--- src/rtl/axi_tdd_sync_gen.sv ---
// Merges internal periodic timer, external sync pin and software sync into one tdd_sync pulse stream.
// Latency: soft 1 cycle, external 1 cycle (+2 with the CDC synchronizer), internal P cycles from ACTIVE.
// Backpressure: none; events are pulses and events outside ACTIVE are dropped.
module axi_tdd_sync_gen #(
    parameter int unsigned SYNC_COUNT_WIDTH = 32,
    parameter bit          EXT_SYNC_CDC     = 1'b1
) (
    input  logic                        clk,
    input  logic                        rst,
    input  logic                        sync_en,
    input  logic                        sync_int_en,
    input  logic                        sync_ext_en,
    input  logic                        sync_oneshot,
    input  logic                        sync_soft,
    input  logic                        sync_in,
    input  logic [SYNC_COUNT_WIDTH-1:0] sync_period,
    output logic                        tdd_sync,
    output logic [31:0]                 sync_count,
    output logic [1:0]                  sync_state
);

    typedef enum logic [1:0] {
        ST_IDLE   = 2'd0,
        ST_ACTIVE = 2'd1,
        ST_DONE   = 2'd2
    } state_t;

    localparam logic [SYNC_COUNT_WIDTH-1:0] CNT_ONE = SYNC_COUNT_WIDTH'(1);

    state_t                      state_q, state_d;
    logic [SYNC_COUNT_WIDTH-1:0] tmr_q, tmr_d;
    logic                        ext_prev_q, ext_prev_d;
    logic                        soft_prev_q, soft_prev_d;
    logic                        tdd_sync_q, tdd_sync_d;
    logic [31:0]                 sync_count_q, sync_count_d;

    logic                        ext_lvl;
    logic                        ext_evt, soft_evt, int_evt, int_on, any_evt, emit;
    logic [SYNC_COUNT_WIDTH-1:0] period_m1;

    generate
        if (EXT_SYNC_CDC) begin : g_cdc
            logic meta_q, meta_d;
            logic sync2_q, sync2_d;

            always_comb begin
                meta_d  = sync_in;
                sync2_d = meta_q;
            end

            always_ff @(posedge clk) begin
                if (rst) begin
                    meta_q  <= 1'b0;
                    sync2_q <= 1'b0;
                end else begin
                    meta_q  <= meta_d;
                    sync2_q <= sync2_d;
                end
            end

            assign ext_lvl = sync2_q;
        end else begin : g_no_cdc
            assign ext_lvl = sync_in;
        end
    endgenerate

    always_comb begin
        ext_prev_d  = ext_lvl;
        soft_prev_d = sync_soft;
        period_m1   = sync_period - CNT_ONE;

        ext_evt  = ext_lvl & ~ext_prev_q & sync_ext_en;
        soft_evt = sync_soft & ~soft_prev_q;
        int_on   = sync_int_en && (sync_period != '0);
        // >= rather than == so a period shrunk below the current count fires at once
        int_evt  = int_on && (tmr_q >= period_m1);
        any_evt  = int_evt | ext_evt | soft_evt;
        emit     = (state_q == ST_ACTIVE) && any_evt;

        state_d = state_q;
        case (state_q)
            ST_IDLE:   if (sync_en) state_d = ST_ACTIVE;
            ST_ACTIVE: begin
                if (!sync_en)                  state_d = ST_IDLE;
                else if (emit && sync_oneshot) state_d = ST_DONE;
            end
            ST_DONE:   if (!sync_en) state_d = ST_IDLE;
            default:   state_d = ST_IDLE;
        endcase

        // Any emitted event (including ext/soft realignment) restarts the period
        tmr_d = '0;
        if ((state_q == ST_ACTIVE) && (state_d == ST_ACTIVE) && int_on && !any_evt) begin
            tmr_d = tmr_q + CNT_ONE;
        end

        tdd_sync_d = emit;

        sync_count_d = sync_count_q;
        if ((state_q == ST_IDLE) && (state_d == ST_ACTIVE)) begin
            sync_count_d = 32'd0;
        end else if (emit) begin
            sync_count_d = sync_count_q + 32'd1;
        end
    end

    always_ff @(posedge clk) begin
        if (rst) begin
            state_q      <= ST_IDLE;
            tmr_q        <= '0;
            ext_prev_q   <= 1'b0;
            soft_prev_q  <= 1'b0;
            tdd_sync_q   <= 1'b0;
            sync_count_q <= 32'd0;
        end else begin
            state_q      <= state_d;
            tmr_q        <= tmr_d;
            ext_prev_q   <= ext_prev_d;
            soft_prev_q  <= soft_prev_d;
            tdd_sync_q   <= tdd_sync_d;
            sync_count_q <= sync_count_d;
        end
    end

    assign tdd_sync   = tdd_sync_q;
    assign sync_count = sync_count_q;
    assign sync_state = state_q;

endmodule

--- config.mk ---
export PLATFORM = sky130hd
export DESIGN_NAME = axi_tdd_sync_gen
export DESIGN_NICKNAME = d
export VERILOG_FILES = /design/src/rtl/axi_tdd_sync_gen.sv
export SDC_FILE = /design/constraint.sdc
export NUM_CORES = 1
export LEC_CHECK = 0
export BUFFER_PORTS_ARGS = -buffer_cell sky130_fd_sc_hd__buf_2
export CAP_MARGIN = 20
export CORE_MARGIN = 3
export CORE_UTILIZATION = 37
export CTS_BUF_LIST = sky130_fd_sc_hd__clkbuf_8
export DETAILED_ROUTE_END_ITERATION = 10
export PLACE_DENSITY = 0.64
export SETUP_SLACK_MARGIN = 0.2
export SLEW_MARGIN = 10
export SYNTH_ARGS = -nofsm -noshare
export SYNTH_HDL_FRONTEND = slang
export SYNTH_SLANG_ARGS = --single-unit
--- constraint.sdc ---
create_clock -name clk -period 4.5 [get_ports clk]
set_clock_uncertainty 0.15 [all_clocks]
set_input_delay 0.9 -clock clk [delete_from_list [all_inputs] [get_ports clk]]
set_output_delay 0.9 -clock clk [all_outputs]
set_load 0.02 [all_outputs]
==> results.md <==
- Asr flop ratio synth: 0%
- Layout net count: 747
- Fmax: 212 MHz
- Initial antenna violation count: 1
- Status: finished with violations
- DRT iter0 DRCs: 151
- Cts bufs inserted: 9
- Commonest register cell after synthesis: dfxtp_1
- Clock transition at the registers of the reported paths: 80 ps
- P&R area growth vs syn: 29.7%
- 1st-pass router iterations: 4
- Worst-Skew Late Latency: 350 ps
- Maxcap violations: 0
- CTS hold repair buffers: 0
- Clk buf depth: 2
- Vias per cell: 5.38
- CTS tree: done
- Die area: 0.0141 mm²
- CP arrival: 4850 ps
- Worst vdd ir: 187 µV
- CTS Sinks: 71
- EDFF count, synth: 0
- Routability Congestion: 0.810
- Leakage power: 2.24 nW
- Post-route cell area: 0.00612 mm²
- Syn Std Cell Area: 0.00472 mm²
- Grt ovf: 0
- Slew Viols, Final: 0
- Crit path max fanout: 28
- Startpoint Class: input pin
- Period minus WS final: 4720 ps
- Post-Route WL: 12400 µm
- Number of global-route vias before repair: 4377
- Hold Fails Final Rpt: 0
- Gr usage total: 17.2%
- DP HPWL: 8670 µm
- GRT busiest layer: met2
- Most area-consuming cells after synthesis: dfxtp_1 (30%), ha_1 (9.3%), xnor2_1 (6.1%), nor2_1 (5.0%), xor2_1 (5.0%)
- Global routing usage on met1: 22.3%
- Root buffer cell: clkbuf_8
- Routed length per instance: 14.6 µm
- Yosys reg bits: 71
- First-pass GRT wire length: 20300 µm
- Core Area: 0.0123 mm²
- Dominant cell type by area after synthesis: dfxtp_1
- Sequential fraction of the synthesis area: 30.1%
- Dpl cell area: 0.00555 mm²
- H-tree levels: 3
- Final worst path period share: 105%
- Most common cell after layout, fill and taps aside: buf_2
- Die X-Extent: 119 µm
- Mapped Nets: 630
- Commonest cells after routing, fill and taps aside: buf_2 (72), dfxtp_1 (71), nor2_1 (61), nand2_1 (42), buf_4 (41)
- Yosys top cell area share: 30.1%
- Port buffer count: 74
- Max_slew headroom: 48.9%
- Routed via count: 4546
- Antenna Cells: 0
- Kind of end point of the critical path: flip-flop
- Share of cells above drive strength 1: 31.0%
- I/O Pins: 75
- Synth warn: 0
- Critical path class: input pin to flip-flop
- Largest net degree at the start of global routing: 60
- Yosys cell types: 54
- Total power: 0.00146 W
- Row cnt: 40
- Final ANT Viol Nets: 0
- CP Data Required Time: 4630 ps
- Setup Total Neg Slack: -6060 ps
- Pwr/cell area: 239 mW/mm²
- Initial Util: 38.5%
- Failing checks: setup timing
- Unrepaired setup endpoints after global routing: yes
- Worst Slack Setup Final: -218 ps
- Worst-Margin Slew: 766 ps
- Met3 GRT Util: 4.08%
- Die H: 119 µm
- DRC viols: 0
- Synthesized area per cell: 8.50 µm²
- Tightest Hold Check Type: flip-flop to flip-flop
- Met2 GRT Util: 28.1%
- Final setup viols: 64
- Syn Inst Count: 555
worst max-delay path, stage by stage:
cell	delay, ps
buf_6	90
or4_4	530
or3_4	340
or3_4	390
nor4b_4	360
nand2_1	110
xor2_1	160
ha_1	310
nand4_1	150
buf_4	180
nor4_2	170
buf_4	190
a21oi_4	80
buf_12	180
or4_1	540
a21oi_2	150
kinds of logic after synthesis:
| logic type | count (synthesis) | synth area share [%] |
|---|---|---|
| adder cells (fa/ha/maj) | 35 | 9.28 |
| AND/OR/NAND/NOR | 255 | 30.2 |
| flip-flops | 71 | 30.1 |
| AO/OA/AOI/OAI | 97 | 15.2 |
| buffers and inverters | 37 | 4.06 |
| XOR/XNOR | 60 | 11.1 |
power breakdown:
part	switching (W)	internal, W
registers	0.00000152	0.000630
logic	0.0000976	0.0000850
clock network	0.000249	0.000399
total	0.000348	0.00111
state kept, by name, indices dropped and copies added, names as in the netlist:
name / cells
sync_count: 32
tmr_q: 32
sync_state: 2
ext_lvl: 1
ext_prev_q: 1
g_cdc.meta_q: 1
soft_prev_q: 1
tdd_sync: 1
final cells by class:
type | instances | area, µm²
Multi-Input combinational cell | 447 | 3260
Inverter | 17 | 63.8
Tap cell | 168 | 210
Timing Repair Buffer | 126 | 907
Clock buffer | 11 | 151
Fill cell | 1183 | 6140
Sequential cell | 71 | 1420
Clock inverter | 5 | 104
through the flow:
step	std cells	hold slack, ps	worst slack, ps	util [%]
floorplan	555	264	-172	-
global placement	819	269	-504	45.2
detailed placement	819	287	-560	45.2
CTS	842	305	-177	48.8
global route	845	310	-408	49.9
finish	845	297	-218	49.9
routing by layer:
metal | part of all wire [%] | wire length [µm] | vias up
met2 | 46 | 5720 | 93
met3 | 5.1 | 627 | 19
met4 | 1.7 | 209 | 2
li1 | - | - | 2275
met5 | 0.057 | 7 | -
met1 | 47 | 5790 | 2157
Yosys cell counts (all sizes together) (3+ instances only):
master	instances
xor2	27
nor3	15
or4	32
and4	7
o21ai	9
o31ai	27
nor2	64
ha	35
nand4	22
a21o	5
nor4	9
nor2b	5
nand3	30
buf	13
clkbuf	7
inv	17
and3	7
nand2	42
and2	3
nand2b	4
or3	4
dfxtp	71
xnor2	33
a21oi	45
worst paths after layout:
check                                     start             end  slack, ps  cells past startpoint
worst max-delay path            sync_period[11]  sync_count[29]       -220                     16
worst min-delay path               g_cdc.meta_q         ext_lvl        300                      1
worst max register to register         tmr_q[0]  sync_count[11]       1600                     13
worst min register to register     g_cdc.meta_q         ext_lvl        300                      1
timing repair:
action,in CTS,in global routing
buffers inserted,4,2
cloned,3,1
gates resized for setup,14,18
pin swaps,8,16
endpoints found under the setup margin,67,67
Power figures use the tool's default switching activity.
